<file path="src/rtl/multicycle_control_unit_pkg.sv">
// rtl/multicycle_control_unit_pkg.sv - shared encodings for the multi-cycle control unit
package multicycle_control_unit_pkg;

    typedef enum logic [3:0] {
        S_INIT     = 4'd0,
        S_IF       = 4'd1,
        S_ID       = 4'd2,
        S_EX_R     = 4'd3,
        S_EX_I     = 4'd4,
        S_MEM_ADDR = 4'd5,
        S_MEM_RD   = 4'd6,
        S_MEM_WR   = 4'd7,
        S_WB_R     = 4'd8,
        S_WB_I     = 4'd9,
        S_WB_MEM   = 4'd10,
        S_BR       = 4'd11,
        S_JMP      = 4'd12,
        S_HALT     = 4'd13
    } state_t;

    localparam logic [5:0] OP_ADD  = 6'b000000;
    localparam logic [5:0] OP_ADDI = 6'b001000;
    localparam logic [5:0] OP_LW   = 6'b100011;
    localparam logic [5:0] OP_SW   = 6'b101011;
    localparam logic [5:0] OP_BEQ  = 6'b000100;
    localparam logic [5:0] OP_J    = 6'b000010;
    localparam logic [5:0] OP_HALT = 6'b111111;

    localparam logic [2:0] ALU_ADD = 3'b000;
    localparam logic [2:0] ALU_SUB = 3'b001;

    localparam logic [1:0] SRCB_RT      = 2'b00;
    localparam logic [1:0] SRCB_FOUR    = 2'b01;
    localparam logic [1:0] SRCB_IMM     = 2'b10;
    localparam logic [1:0] SRCB_IMM_SH2 = 2'b11;

    localparam logic [1:0] PCSRC_ALU    = 2'b00;
    localparam logic [1:0] PCSRC_ALUOUT = 2'b01;
    localparam logic [1:0] PCSRC_JUMP   = 2'b10;

endpackage

</file>
<file path="src/rtl/multicycle_control_unit_if.sv">
// rtl/multicycle_control_unit_if.sv - control bus between the control unit and the datapath
interface multicycle_control_unit_if #(
    parameter int OP_W    = 6,
    parameter int ALUOP_W = 3,
    parameter int CNT_W   = 16
);
    logic [OP_W-1:0]    op;
    logic               zero;
    logic               mem_ready;
    logic               pc_write;
    logic               ir_write;
    logic               i_or_d;
    logic               mem_read;
    logic               mem_write;
    logic               mem_to_reg;
    logic               reg_dst;
    logic               reg_write;
    logic               alu_src_a;
    logic [1:0]         alu_src_b;
    logic [ALUOP_W-1:0] alu_op;
    logic [1:0]         pc_source;
    logic               illegal_op;
    logic               halted;
    logic [3:0]         state_o;
    logic [CNT_W-1:0]   instr_retired;

    modport master (
        input  op, zero, mem_ready,
        output pc_write, ir_write, i_or_d, mem_read, mem_write, mem_to_reg,
               reg_dst, reg_write, alu_src_a, alu_src_b, alu_op, pc_source,
               illegal_op, halted, state_o, instr_retired
    );

    modport slave (
        output op, zero, mem_ready,
        input  pc_write, ir_write, i_or_d, mem_read, mem_write, mem_to_reg,
               reg_dst, reg_write, alu_src_a, alu_src_b, alu_op, pc_source,
               illegal_op, halted, state_o, instr_retired
    );
endinterface

</file>
<file path="src/rtl/multicycle_control_unit_next_state.sv">
// rtl/multicycle_control_unit_next_state.sv - combinational next-state and illegal-opcode decode
module mcu_next_state
    import multicycle_control_unit_pkg::*;
#(
    parameter int OP_W = 6
) (
    input  state_t          state_i,
    input  logic [OP_W-1:0] op_i,
    input  logic            mem_ok_i,
    output state_t          state_d_o,
    output logic            illegal_o
);
    // Opcodes are zero-extended when the field is wider than six bits.
    localparam logic [OP_W-1:0] L_ADD  = OP_W'(OP_ADD);
    localparam logic [OP_W-1:0] L_ADDI = OP_W'(OP_ADDI);
    localparam logic [OP_W-1:0] L_LW   = OP_W'(OP_LW);
    localparam logic [OP_W-1:0] L_SW   = OP_W'(OP_SW);
    localparam logic [OP_W-1:0] L_BEQ  = OP_W'(OP_BEQ);
    localparam logic [OP_W-1:0] L_J    = OP_W'(OP_J);
    localparam logic [OP_W-1:0] L_HALT = OP_W'(OP_HALT);

    always_comb begin
        state_d_o = state_i;
        illegal_o = 1'b0;
        case (state_i)
            S_INIT:     state_d_o = S_IF;
            S_IF:       if (mem_ok_i) state_d_o = S_ID;
            S_ID: begin
                if (op_i == L_ADD)                     state_d_o = S_EX_R;
                else if (op_i == L_ADDI)               state_d_o = S_EX_I;
                else if (op_i == L_LW || op_i == L_SW) state_d_o = S_MEM_ADDR;
                else if (op_i == L_BEQ)                state_d_o = S_BR;
                else if (op_i == L_J)                  state_d_o = S_JMP;
                else if (op_i == L_HALT)               state_d_o = S_HALT;
                else begin
                    state_d_o = S_IF;
                    illegal_o = 1'b1;
                end
            end
            S_EX_R:     state_d_o = S_WB_R;
            S_EX_I:     state_d_o = S_WB_I;
            // MEM_ADDR is only reachable from LW or SW.
            S_MEM_ADDR: state_d_o = (op_i == L_SW) ? S_MEM_WR : S_MEM_RD;
            S_MEM_RD:   if (mem_ok_i) state_d_o = S_WB_MEM;
            S_MEM_WR:   if (mem_ok_i) state_d_o = S_IF;
            S_WB_R, S_WB_I, S_WB_MEM, S_BR, S_JMP: state_d_o = S_IF;
            S_HALT:     state_d_o = S_HALT;
            default:    state_d_o = S_INIT;
        endcase
    end
endmodule

</file>
<file path="src/rtl/multicycle_control_unit.sv">
// rtl/multicycle_control_unit.sv - Moore control FSM for the multi-cycle datapath
module multicycle_control_unit
    import multicycle_control_unit_pkg::*;
#(
    parameter int OP_W          = 6,
    parameter int ALUOP_W       = 3,
    parameter int USE_MEM_READY = 1,
    parameter int CNT_W         = 16
) (
    input  logic                        clk,
    input  logic                        rst_n,
    multicycle_control_unit_if.master   bus
);
    state_t           state_q, state_d;
    logic [CNT_W-1:0] cnt_q, cnt_d;
    logic             mem_ok;
    logic             illegal;
    logic             retire;

    logic               pc_write, ir_write, i_or_d, mem_read, mem_write;
    logic               mem_to_reg, reg_dst, reg_write, alu_src_a, halted;
    logic [1:0]         alu_src_b, pc_source;
    logic [ALUOP_W-1:0] alu_op;

    assign mem_ok = (USE_MEM_READY != 0) ? bus.mem_ready : 1'b1;

    mcu_next_state #(.OP_W(OP_W)) u_next_state (
        .state_i   (state_q),
        .op_i      (bus.op),
        .mem_ok_i  (mem_ok),
        .state_d_o (state_d),
        .illegal_o (illegal)
    );

    always_ff @(posedge clk or negedge rst_n) begin
        if (!rst_n) begin
            state_q <= S_INIT;
            cnt_q   <= '0;
        end else begin
            state_q <= state_d;
            cnt_q   <= cnt_d;
        end
    end

    always_comb begin
        case (state_q)
            S_WB_R, S_WB_I, S_WB_MEM, S_BR, S_JMP: retire = 1'b1;
            S_MEM_WR:                              retire = mem_ok;
            default:                               retire = 1'b0;
        endcase
        cnt_d = cnt_q + CNT_W'(retire);
    end

    always_comb begin
        pc_write   = 1'b0;
        ir_write   = 1'b0;
        i_or_d     = 1'b0;
        mem_read   = 1'b0;
        mem_write  = 1'b0;
        mem_to_reg = 1'b0;
        reg_dst    = 1'b0;
        reg_write  = 1'b0;
        alu_src_a  = 1'b0;
        alu_src_b  = SRCB_RT;
        alu_op     = ALUOP_W'(ALU_ADD);
        pc_source  = PCSRC_ALU;
        halted     = 1'b0;
        case (state_q)
            S_IF: begin
                mem_read  = 1'b1;
                alu_src_b = SRCB_FOUR;
                ir_write  = mem_ok;
                pc_write  = mem_ok;
            end
            S_ID:       alu_src_b = SRCB_IMM_SH2;
            S_EX_R:     alu_src_a = 1'b1;
            S_EX_I, S_MEM_ADDR: begin
                alu_src_a = 1'b1;
                alu_src_b = SRCB_IMM;
            end
            S_MEM_RD: begin
                mem_read = 1'b1;
                i_or_d   = 1'b1;
            end
            S_MEM_WR: begin
                mem_write = 1'b1;
                i_or_d    = 1'b1;
            end
            S_WB_R: begin
                reg_write = 1'b1;
                reg_dst   = 1'b1;
            end
            S_WB_I:     reg_write = 1'b1;
            S_WB_MEM: begin
                reg_write  = 1'b1;
                mem_to_reg = 1'b1;
            end
            S_BR: begin
                alu_src_a = 1'b1;
                alu_op    = ALUOP_W'(ALU_SUB);
                pc_source = PCSRC_ALUOUT;
                pc_write  = bus.zero;
            end
            S_JMP: begin
                pc_source = PCSRC_JUMP;
                pc_write  = 1'b1;
            end
            S_HALT:     halted = 1'b1;
            default:    ;
        endcase
    end

    assign bus.pc_write      = pc_write;
    assign bus.ir_write      = ir_write;
    assign bus.i_or_d        = i_or_d;
    assign bus.mem_read      = mem_read;
    assign bus.mem_write     = mem_write;
    assign bus.mem_to_reg    = mem_to_reg;
    assign bus.reg_dst       = reg_dst;
    assign bus.reg_write     = reg_write;
    assign bus.alu_src_a     = alu_src_a;
    assign bus.alu_src_b     = alu_src_b;
    assign bus.alu_op        = alu_op;
    assign bus.pc_source     = pc_source;
    assign bus.illegal_op    = illegal;
    assign bus.halted        = halted;
    assign bus.state_o       = state_q;
    assign bus.instr_retired = cnt_q;
endmodule

</file>
<file path="src/flat_wrapper.sv">
// flat-port wrapper written by rule: the top's interface ports become plain ports
module multicycle_control_unit_flat import multicycle_control_unit_pkg::*;
#(
    parameter int OP_W          = 6,
    parameter int ALUOP_W       = 3,
    parameter int USE_MEM_READY = 1,
    parameter int CNT_W         = 16
)
  (clk, rst_n, bus_op, bus_zero, bus_mem_ready, bus_pc_write, bus_ir_write, bus_i_or_d, bus_mem_read, bus_mem_write, bus_mem_to_reg, bus_reg_dst, bus_reg_write, bus_alu_src_a, bus_alu_src_b, bus_alu_op, bus_pc_source, bus_illegal_op, bus_halted, bus_state_o, bus_instr_retired);
  multicycle_control_unit_if #(.OP_W(OP_W), .ALUOP_W(ALUOP_W), .CNT_W(CNT_W)) bus_i ();
  input  logic clk;
  input  logic rst_n;
  input wire logic [$bits(bus_i.op)-1:0] bus_op;
  input wire logic [$bits(bus_i.zero)-1:0] bus_zero;
  input wire logic [$bits(bus_i.mem_ready)-1:0] bus_mem_ready;
  output wire logic [$bits(bus_i.pc_write)-1:0] bus_pc_write;
  output wire logic [$bits(bus_i.ir_write)-1:0] bus_ir_write;
  output wire logic [$bits(bus_i.i_or_d)-1:0] bus_i_or_d;
  output wire logic [$bits(bus_i.mem_read)-1:0] bus_mem_read;
  output wire logic [$bits(bus_i.mem_write)-1:0] bus_mem_write;
  output wire logic [$bits(bus_i.mem_to_reg)-1:0] bus_mem_to_reg;
  output wire logic [$bits(bus_i.reg_dst)-1:0] bus_reg_dst;
  output wire logic [$bits(bus_i.reg_write)-1:0] bus_reg_write;
  output wire logic [$bits(bus_i.alu_src_a)-1:0] bus_alu_src_a;
  output wire logic [$bits(bus_i.alu_src_b)-1:0] bus_alu_src_b;
  output wire logic [$bits(bus_i.alu_op)-1:0] bus_alu_op;
  output wire logic [$bits(bus_i.pc_source)-1:0] bus_pc_source;
  output wire logic [$bits(bus_i.illegal_op)-1:0] bus_illegal_op;
  output wire logic [$bits(bus_i.halted)-1:0] bus_halted;
  output wire logic [$bits(bus_i.state_o)-1:0] bus_state_o;
  output wire logic [$bits(bus_i.instr_retired)-1:0] bus_instr_retired;
  assign bus_i.op = bus_op;
  assign bus_i.zero = bus_zero;
  assign bus_i.mem_ready = bus_mem_ready;
  assign bus_pc_write = bus_i.pc_write;
  assign bus_ir_write = bus_i.ir_write;
  assign bus_i_or_d = bus_i.i_or_d;
  assign bus_mem_read = bus_i.mem_read;
  assign bus_mem_write = bus_i.mem_write;
  assign bus_mem_to_reg = bus_i.mem_to_reg;
  assign bus_reg_dst = bus_i.reg_dst;
  assign bus_reg_write = bus_i.reg_write;
  assign bus_alu_src_a = bus_i.alu_src_a;
  assign bus_alu_src_b = bus_i.alu_src_b;
  assign bus_alu_op = bus_i.alu_op;
  assign bus_pc_source = bus_i.pc_source;
  assign bus_illegal_op = bus_i.illegal_op;
  assign bus_halted = bus_i.halted;
  assign bus_state_o = bus_i.state_o;
  assign bus_instr_retired = bus_i.instr_retired;
  multicycle_control_unit #(.OP_W(OP_W), .ALUOP_W(ALUOP_W), .USE_MEM_READY(USE_MEM_READY), .CNT_W(CNT_W)) u_core (.clk(clk), .rst_n(rst_n), .bus(bus_i));
endmodule
</file>
<file path="config.mk">
export PLATFORM = sky130hd
export DESIGN_NAME = multicycle_control_unit_flat
export DESIGN_NICKNAME = d
export VERILOG_FILES = /design/src/rtl/multicycle_control_unit_pkg.sv /design/src/rtl/multicycle_control_unit_if.sv /design/src/rtl/multicycle_control_unit_next_state.sv /design/src/rtl/multicycle_control_unit.sv /design/src/flat_wrapper.sv
export SDC_FILE = /design/constraint.sdc
export NUM_CORES = 1
export LEC_CHECK = 0
export BUFFER_PORTS_ARGS = -buffer_cell sky130_fd_sc_hd__buf_2
export CORE_MARGIN = 2
export CORE_UTILIZATION = 25
export CTS_BUF_LIST = sky130_fd_sc_hd__clkbuf_2
export CTS_CLUSTER_SIZE = 28
export DETAILED_ROUTE_END_ITERATION = 10
export PLACE_DENSITY_LB_ADDON = 0.05
export SYNTH_ARGS = -nofsm -noshare
export SYNTH_HDL_FRONTEND = slang
export SYNTH_SLANG_ARGS = --single-unit
</file>
<file path="constraint.sdc">
create_clock -name clk -period 5.15 [get_ports clk]
set_input_delay 0.515 -clock clk [delete_from_list [all_inputs] [get_ports clk]]
set_output_delay 0.515 -clock clk [all_outputs]
set_load 0.05 [all_outputs]
</file>
==> results of run 1 <==
==> final cells by class <==
cell class | count | area (um2) | area share, %
tap | 67 | 83.8 | 5.59
multi-input combinational | 101 | 661 | 44.0
clock inverter | 1 | 3.75 | 0.250
timing repair buffer | 45 | 225 | 15.0
clock buffer | 3 | 15.0 | 1.00
inverter | 3 | 11.3 | 0.751
sequential | 20 | 500 | 33.4
==> per-layer routing <==
| layer | vias to the layer above | share of wire, % | routed length [um] |
|---|---|---|---|
| met5 | - | 0 | 0 |
| met4 | 0 | 1.1 | 31 |
| met3 | 2 | 6.0 | 178 |
| met2 | 34 | 48 | 1430 |
| met1 | 515 | 44 | 1310 |
| li1 | 548 | - | - |
==> registers in the layout, indices dropped and copies added (netlist names) <==
signal,flops
u_core.bus.state_o,4
u_core.bus.instr_retired,16
==> report_power, final <==
| group | switching [mW] | internal [mW] |
|---|---|---|
| Combinational | 0.318 | 0.105 |
| Clock | 0.0474 | 0.0169 |
| Sequential | 0.0631 | 0.187 |
==> cell usage after synthesis (2+ instances only) <==
library cell / number
nand2_1: 11
nand2b_1: 2
xor2_1: 5
or2b_2: 2
buf_6: 2
a21oi_1: 4
xnor2_1: 11
dfrtp_1: 20
nand4_1: 3
buf_4: 5
ha_1: 2
and3_1: 4
nor3_1: 4
o211ai_1: 2
nand3_1: 7
inv_1: 3
nor4b_1: 2
nor2_1: 14
a211o_1: 2
o21ai_0: 6
==> through the flow <==
| stage | cells | instance area (um2) | util (%) |
|---|---|---|---|
| 6_report | 240 | 1500 | 31.6 |
| 4_1_cts | 240 | 1500 | 31.6 |
| 3_3_place_gp | 236 | 1480 | 31.2 |
| 2_1_floorplan | 132 | 1240 | - |
| 3_5_place_dp | 236 | 1480 | 31.2 |
| 5_1_grt | 240 | 1500 | 31.6 |
==> logic make-up after synthesis <==
logic type | after synthesis
simple gates | 59
fa+ha+maj | 2
flops | 20
xor+xnor | 16
other cells | 1
compound gates | 22
buf+inv | 11
==> how the worst min path moves through the flow <==
stage | startpoint | cells after the start | to
CTS | rst_n | 1 | u_core.bus.instr_retired[7]
finish | rst_n | 1 | u_core.bus.instr_retired[7]
floorplan | rst_n | 0 | u_core.bus.instr_retired[0]
global route | rst_n | 1 | u_core.bus.instr_retired[9]
global placement | u_core.bus.instr_retired[15] | 1 | u_core.bus.instr_retired[15]
detailed placement | u_core.bus.instr_retired[15] | 1 | u_core.bus.instr_retired[15]
==> qor.txt, run 1 <==
period utilization: 50.8%
Post-Synth Adder-Cell Area: 2.03%
GR peak layer: met2
Worst Path Required: 5.37 ns
Core Rows: 25
Yosys top cell area share: 40.6%
outcome: completed
die area: 5510 um2
yosys warns: 0
met1 Use GR: 13.6%
asr flop ratio synth: 100%
n_diodes: 0
htree depth: 1
CTS root buffer: clkbuf_2
end of the critical path: u_core.bus.instr_retired[14]
compound-cell area share of the yosys netlist: 12.3%
Setup WS pre-CTS: 2.56 ns
Simple-Gate Fraction of Synth Area: 27.3%
Iter 0 DRT Violations: 37
most common cell after layout, fill and taps aside: buf_2
Tot Pwr: 0.738 mW
pwr dens: 492 nW/um2
global-route track usage on met3: 1.90%
setup TNS: 0 ns
Max Cap Viol: 0
global-route wire length before repair: 4990 um
TritonCTS clock tree: yes
register area share after synthesis: 40.6%
Post-layout nets: 186
Vias/cell: 4.58
Max Clk Rate: 382 MHz
Hold Crit Class: in -> async
worst r2r dst: u_core.bus.instr_retired[14]
grt met2 use: 21.0%
Num CTS Buffers: 3
vias in the first global route: 1117
Crit path depth: 9
CP top delay family: simple AND/OR/NAND/NOR gates
Clock Latency Late Sink: 0.30 ns
via count: 1099
GRT Overall Usage: 11.6%
CP bufs+invs: 0
Routed WL: 2950 um
IO Pins: 48
reg2reg setup slack: 2.53 ns
largest net degree at the start of global routing: 21
total congestion overflow: 0
FF-to-FF path depth: 9
multiplexer area fraction after synthesis: 0%
initial antenna violation count: 0
Pleak: 0.758 nW
most frequent cells in the layout: 45 x buf_2, 20 x dfrtp_1, 14 x nor2_1, 11 x nand2_1, 11 x xnor2_1
CP Class: reg -> reg
Slew @ Worst Pin: 0.615 ns
fin worst setup slack: 2.53 ns
clk sinks: 20
HPWL after DPL: 2300 um
Unique masters post-synth: 40
post-synthesis xor/xnor area fraction: 11.4%
crit path launch type: flip-flop
DRC violations left: 0
share of layout cells above drive strength 1: 32.9%
cell taking the most area after synthesis: dfrtp_1
Port Buf Inserts: 45
Post-CTS Setup Bufs: 0
clk slew on worst S/H paths: 0.19 ns
Synth Flop Type: dfrtp_1
Crit Path Max Fanout: 20
Hold Buf Count CTS: 0
worst-path cell chain: nand2b_1, nor2_1, a22o_1, ha_1, ha_1, nand2_1, nor3_1, nand3_1, xnor2_1
Placer Congestion: 0.750
crit path DAT: 2.84 ns
CTS max path bufs: 2
most area-consuming cells after synthesis: dfrtp_1 41%, xnor2_1 7.8%, nor2_1 4.3%
FF-to-FF Start: u_core.bus.state_o[2]
post-synthesis cell area: 1230 um2
minimum clock period: 2.62 ns
Post-synth EDFFs: 0
area grow syn2layout: 21.6%
drt wl/cell: 12.3 um
VDD IR-drop max: 0.000198 V
slowest library cell on the worst path: dfrtp_1
relative slew slack: 59.0%
fin. max-slew vios: 0
critical path endpoint category: flip-flop
RSZ-0062 raised after global routing: false
Mapped Cells: 131
CTS resizes: 0
Die Ht: 74.2 um
Critical Path Start: u_core.bus.state_o[2]
core area: 4750 um2
Yosys reg bits: 20
1st-pass router iterations: 4
Initial Util: 25.9%
Final setup viols: 0
Synth Area per Inst: 9.42 um2
Antenna Nets Post-Route: 0
Layout Skew: 0.00504 ns
Hold Slack: 0.122 ns
CP peak stage delay: 0.78 ns
main combinational cell family by area after synthesis: simple AND/OR/NAND/NOR gates
Die X-Extent: 74.2 um
CP dominant cell by count: ha_1
Fill cells: 526
Hold Fails Final Rpt: 0
Note: power is estimated with default switching activity, not from simulation.
==> run 2: changes to the inputs <==
==> constraint.sdc (replaced) <==
create_clock -name clk -period 2.71 [get_ports clk]
set_input_delay 0.271 -clock clk [delete_from_list [all_inputs] [get_ports clk]]
set_output_delay 0.271 -clock clk [all_outputs]
set_load 0.05 [all_outputs]
==> run 2 against run 1 <==
Against the previous run:
- setup slack got worse by 2.1 ns
- maximum frequency increased by 16%
- clock skew increased by 0.013 ns
- critical path type unchanged
- largest power group unchanged
- highest routed layer unchanged
==> qor.txt, run 2 (synthesis results as in run 1) <==
CP bufs+invs: 0 (unchanged)
Setup WS pre-CTS: 0.479 ns (-2.08 ns)
period utilization: 83.4% (+33 points)
Max Cap Viol: 0 (unchanged)
largest net degree at the start of global routing: 21 (unchanged)
switching pwr: 0.827 mW (+93%)
fin worst setup slack: 0.451 ns (-2.08 ns)
Critical Path Start: u_core.bus.state_o[1]
Max Clk Rate: 443 MHz (+16%)
Final setup viols: 0 (unchanged)
worst r2r dst: u_core.bus.instr_retired[12]
Logic pwr share: 61.8% (+4.5 points)
Antenna Nets Post-Route: 0 (unchanged)
vias in the first global route: 1062 (-4.9%)
Hold Crit Class: in -> reg
post-route cell area: 1550 um2 (+3.5%)
Clock Latency Late Sink: 0.31 ns (about the same)
Worst Path Required: 2.91 ns (-2.46 ns)
area grow syn2layout: 25.9%
Initial Util: 25.9% (unchanged)
Die X-Extent: 74.2 um (unchanged)
Core Rows: 25 (unchanged)
clk sinks: 20 (unchanged)
drt wl/cell: 12.5 um (+2.0%)
Placer Congestion: 0.836 (+11%)
FF-to-FF path depth: 9 (unchanged)
slowest library cell on the worst path: dfrtp_2
reg2reg setup slack: 0.45 ns (-2.08 ns)
DP Area: 1520 um2 (+2.9%)
Crit Path Max Fanout: 13 (-35%)
Layout Skew: 0.0181 ns (+0.0130 ns)
Hold Slack: 0.358 ns (+0.236 ns)
GRT Overall Usage: 11.9% (+0.32 points)
most common cell after layout, fill and taps aside: buf_2
initial antenna violation count: 0 (unchanged)
max FFs per register: 16 (unchanged)
Port Buf Inserts: 45 (unchanged)
Die Ht: 74.2 um (unchanged)
clk slew on worst S/H paths: 0.20 ns (about the same)
RSZ-0062 raised after global routing: false
Clk network pwr share: 8.5% (-0.2 points)
FF-to-FF Start: u_core.bus.state_o[1]
IO Pins: 48 (unchanged)
Vias/cell: 4.51 (-1.5%)
CTS max path bufs: 2 (unchanged)
Post-CTS Setup Bufs: 0 (unchanged)
share of layout cells above drive strength 1: 36.2% (+3.2 points)
end of the critical path: u_core.bus.instr_retired[12]
CP Class: reg -> reg
outcome: completed
VDD IR-drop max: 0.000472 V (+140%)
minimum clock period: 2.26 ns (-0.357 ns)
CP top delay family: simple AND/OR/NAND/NOR gates
Routed WL: 3060 um (+3.7%)
total congestion overflow: 0 (unchanged)
CP peak stage delay: 0.52 ns (-0.26 ns)
Pleak: 0.779 nW (+2.8%)
DRC violations left: 0 (unchanged)
placed cells: 239 (+1.3%)
1st-pass router iterations: 4 (unchanged)
via count: 1100 (+0.091%)
Num CTS Buffers: 3 (unchanged)
sequential share of power: 29.7% (-4.3 points)
Pint: 0.610 mW (+97%)
Hold Fails Final Rpt: 0 (unchanged)
n_diodes: 0 (unchanged)
core area: 4750 um2 (unchanged)
worst-path cell chain: nand2_1, nor2_4, a22o_1, ha_1, ha_1, nand2_1, nor3_1, nand3_1, xnor2_1
fin. max-slew vios: 0 (unchanged)
critical path endpoint category: flip-flop
pwr dens: 925 nW/um2 (+88%)
crit path DAT: 2.46 ns (-0.38 ns)
Iter 0 DRT Violations: 31 (-16%)
most frequent cells in the layout: 45 x buf_2, 19 x dfrtp_1, 13 x nor2_1, 11 x nand2_1, 11 x xnor2_1
global-route wire length before repair: 5070 um (+1.7%)
Crit path depth: 9 (unchanged)
TritonCTS clock tree: yes
Post-layout nets: 190 (+2.2%)
setup TNS: 0 ns (unchanged)
Final Non-Filler Cells: 244 (+1.7%)
htree depth: 1 (unchanged)
die area: 5510 um2 (unchanged)
crit path launch type: flip-flop
hold path depth: 3
CTS root buffer: clkbuf_2
sw frac: 57.5% (-0.51 points)
HPWL after DPL: 2360 um (+2.6%)
[run 2: worst register-to-register path, delay by kind of cell (launching register included)]
kind                       cells  cell delay, ns
adders and majority gates      2            0.39
DFF                            1            0.52
AOI/OAI and AO/OA              1            0.15
xor gates and xnor gates       1            0.15
and+or+nand+nor                5            0.94
[run 2: worst min path at each step]
stage	slack, ns	from	endpoint
finish	0.36	bus_mem_ready	u_core.bus.state_o[3]
global route	0.34	bus_mem_ready	u_core.bus.state_o[3]
CTS	0.34	bus_mem_ready	u_core.bus.state_o[3]
detailed placement	0.26	rst_n	u_core.bus.instr_retired[3]
global placement	0.26	rst_n	u_core.bus.instr_retired[4]
floorplan	-0.02	rst_n	u_core.bus.instr_retired[0]
[run 2: metal layers]
metal,GRT usage [%],part of all wire (%)
met2,19.8,48
met5,0,0
met1,15.6,47
met3,1.76,4.8
met4,4.76,1.1
[run 2: cell type report]
| class | instances | area, um2 |
|---|---|---|
| inverter | 3 | 11.3 |
| tap | 67 | 83.8 |
| timing repair buffer | 49 | 258 |
| fill | 526 | 3200 |
| clock inverter | 1 | 3.75 |
| sequential | 20 | 502 |
| multi-input combinational | 101 | 679 |
| clock buffer | 3 | 15.0 |
[run 2: repair_timing]
| item | in CTS | in global routing |
|---|---|---|
| gates resized for setup | 0 | 0 |
| hold endpoints to repair | 20 | 0 |
| hold buffers | 1 | 0 |
[run 2: power by group through the flow]
stage	combinational [mW]	clock (mW)	sequential [mW]
after global placement	0.905	0	0.434
after detailed placement	0.893	0	0.435
final	0.889	0.121	0.427
after floorplan	0.505	0	0.631
after global routing	0.946	0.144	0.440
after CTS	0.896	0.132	0.429
[run 2: metrics by stage]
stage / total power, mW / utilization [%]
CTS: 1.46 / 32.7
global placement: 1.34 / 32.1
detailed placement: 1.33 / 32.1
floorplan: 1.14 / -
finish: 1.44 / 32.7
global route: 1.53 / 32.7
==> run 3: changes to the inputs <==
==> constraint.sdc (replaced) <==
create_clock -name clk -period 1.9 [get_ports clk]
set_input_delay 0.19 -clock clk [delete_from_list [all_inputs] [get_ports clk]]
set_output_delay 0.19 -clock clk [all_outputs]
set_load 0.05 [all_outputs]
==> run 3 against run 2 <==
Against the previous run:
- combinational power is 89% higher
- routed wire length increased by 8.1%
- sequential share of layout area is 5.1 points lower
- critical path type unchanged
==> qor.txt, run 3 (synthesis results as in run 1) <==
outcome: completed
CP peak stage delay: 0.45 ns (-0.07 ns)
Final Non-Filler Cells: 256 (+4.9%)
core area: 4750 um2 (unchanged)
HPWL after DPL: 2520 um (+6.9%)
Port Buf Inserts: 45 (unchanged)
CP dominant cell by count: ha_4
Clock Latency Late Sink: 0.31 ns (about the same)
Hold Crit Class: in -> reg
CP Class: reg -> reg
RSZ-0062 raised after global routing: true
post-route cell area: 1850 um2 (+19%)
most frequent cells in the layout: 39 x buf_2, 16 x dfrtp_1, 13 x buf_4, 11 x xnor2_1, 8 x nand2_1
setup TNS: 0 ns (unchanged)
crit path DAT: 2.12 ns (-0.34 ns)
CTS max path bufs: 2 (unchanged)
largest net degree at the start of global routing: 21 (unchanged)
VDD IR-drop max: 0.000901 V (+91%)
fin. max-slew vios: 0 (unchanged)
CTS root buffer: clkbuf_2
1st-pass router iterations: 4 (unchanged)
crit path launch type: flip-flop
Setup WS pre-CTS: 0.0685 ns (-0.410 ns)
Num CTS Buffers: 3 (unchanged)
htree depth: 1 (unchanged)
clk sinks: 20 (unchanged)
global-route wire length before repair: 5110 um (+0.81%)
most common cell after layout, fill and taps aside: buf_2
initial antenna violation count: 0 (unchanged)
Antenna Nets Post-Route: 0 (unchanged)
sw frac: 53.5% (-4.0 points)
share of layout cells above drive strength 1: 52.4% (+16 points)
GRT Overall Usage: 12.1% (+0.14 points)
Post-layout nets: 202 (+6.3%)
Clk network pwr share: 7.3% (-1.2 points)
Pleak: 0.892 nW (+15%)
DRC violations left: 0 (unchanged)
pwr dens: 1340 nW/um2 (+45%)
Max Cap Viol: 0 (unchanged)
drt wl/cell: 12.9 um (+3.0%)
Pint: 1.16 mW (+90%)
Die Ht: 74.2 um (unchanged)
Logic pwr share: 67.4% (+5.6 points)
Initial Util: 25.9% (unchanged)
fin worst setup slack: 0.0131 ns (-0.438 ns)
clk slew on worst S/H paths: 0.20 ns (about the same)
Placer Congestion: 0.748 (-11%)
TritonCTS clock tree: yes
Worst Path Required: 2.13 ns (-0.78 ns)
placed cells: 242 (+1.3%)
vias in the first global route: 1043 (-1.8%)
switching pwr: 1.33 mW (+61%)
sequential share of power: 25.3% (-4.4 points)
Die X-Extent: 74.2 um (unchanged)
Vias/cell: 4.60 (+2.0%)
Finished Core Util: 39.0% (+6.3 points)
worst-path cell chain: nand2b_4, nor2_4, a22o_1, ha_4, ha_4, nand2_4, nor3_4, nand3_2, xnor2_1
Crit Path Max Fanout: 5 (-8)
DP Area: 1650 um2 (+8.0%)
Max Clk Rate: 530 MHz (+20%)
total congestion overflow: 0 (unchanged)
max FFs per register: 16 (unchanged)
Hold Fails Final Rpt: 0 (unchanged)
slowest library cell on the worst path: dfrtp_2
Routed WL: 3310 um (+8.1%)
IO Pins: 48 (unchanged)
Final setup viols: 0 (unchanged)
area grow syn2layout: 50.3%
Iter 0 DRT Violations: 51 (+65%)
via count: 1177 (+7.0%)
n_diodes: 0 (unchanged)
Core Rows: 25 (unchanged)
critical path endpoint category: flip-flop
period utilization: 99.3% (+16 points)
Layout Skew: 0.00301 ns (-0.0151 ns)
minimum clock period: 1.89 ns (-0.372 ns)
die area: 5510 um2 (unchanged)
[run 3: cell types whose count changed in the layout (fill, tap and decap cells not counted), sizes merged]
cell	delta
buf	+10
clkbuf	+2
[run 3: final cells by class]
type	instances	area, um2
clock buffers	3	15.0
flip-flops and latches	20	505
repair buffers	61	415
fillers	513	2900
multi-input cells	101	817
well taps	67	83.8
inverters	3	13.8
clock inverters	1	3.75
[run 3: final timing paths]
path                                         startpoint                           end  slack [ns]  depth (start not counted)
min                                       bus_mem_ready         u_core.bus.state_o[1]        0.27                          3
max reg2reg                       u_core.bus.state_o[3]  u_core.bus.instr_retired[14]        0.01                          9
min reg2reg                u_core.bus.instr_retired[15]  u_core.bus.instr_retired[15]        0.48                          1
min in group asynchronous                         rst_n   u_core.bus.instr_retired[6]        0.32                          2
max in group asynchronous                         rst_n         u_core.bus.state_o[2]        1.24                          2
max                               u_core.bus.state_o[3]  u_core.bus.instr_retired[14]        0.01                          9
[run 3: power groups by stage]
| stage | sequential, mW | combinational, mW | clock (mW) |
|---|---|---|---|
| global placement | 0.641 | 1.41 | 0 |
| global route | 0.644 | 1.78 | 0.209 |
| CTS | 0.627 | 1.53 | 0.191 |
| detailed placement | 0.641 | 1.42 | 0 |
| finish | 0.631 | 1.68 | 0.181 |
| floorplan | 0.935 | 0.813 | 0 |
[run 3: metal layers]
metal / global-route usage (%) / vias to the layer above / wire, um
li1: - / 586 / -
met1: 17.1 / 559 / 1520
met2: 19.2 / 30 / 1600
met3: 2.03 / 2 / 163
met4: 2.98 / 0 / 25
met5: 0 / - / 0
[run 3: through the flow]
step           power [mW]  hold slack, ns
6_report             2.49           0.269
2_1_floorplan        1.75          -0.106
5_1_grt              2.63           0.281
4_1_cts              2.34           0.256
3_5_place_dp         2.06           0.174
3_3_place_gp         2.05           0.167
[run 3: worst max-delay path, delay by kind of cell, from the launching register on]
kind | cells | cell delay, ns
compound gates | 1 | 0.19
fa+ha+maj | 2 | 0.32
xor+xnor | 1 | 0.13
simple gates | 5 | 0.71
flops | 1 | 0.45
[run 3: repair_timing]
item,4_1_cts,5_1_grt
cloned,0,1
hold buffers,1,0
pin swaps,1,9
setup endpoints to repair,7,10
gates resized for setup,14,14
endpoints found under the hold margin,20,0
buffers inserted,2,6
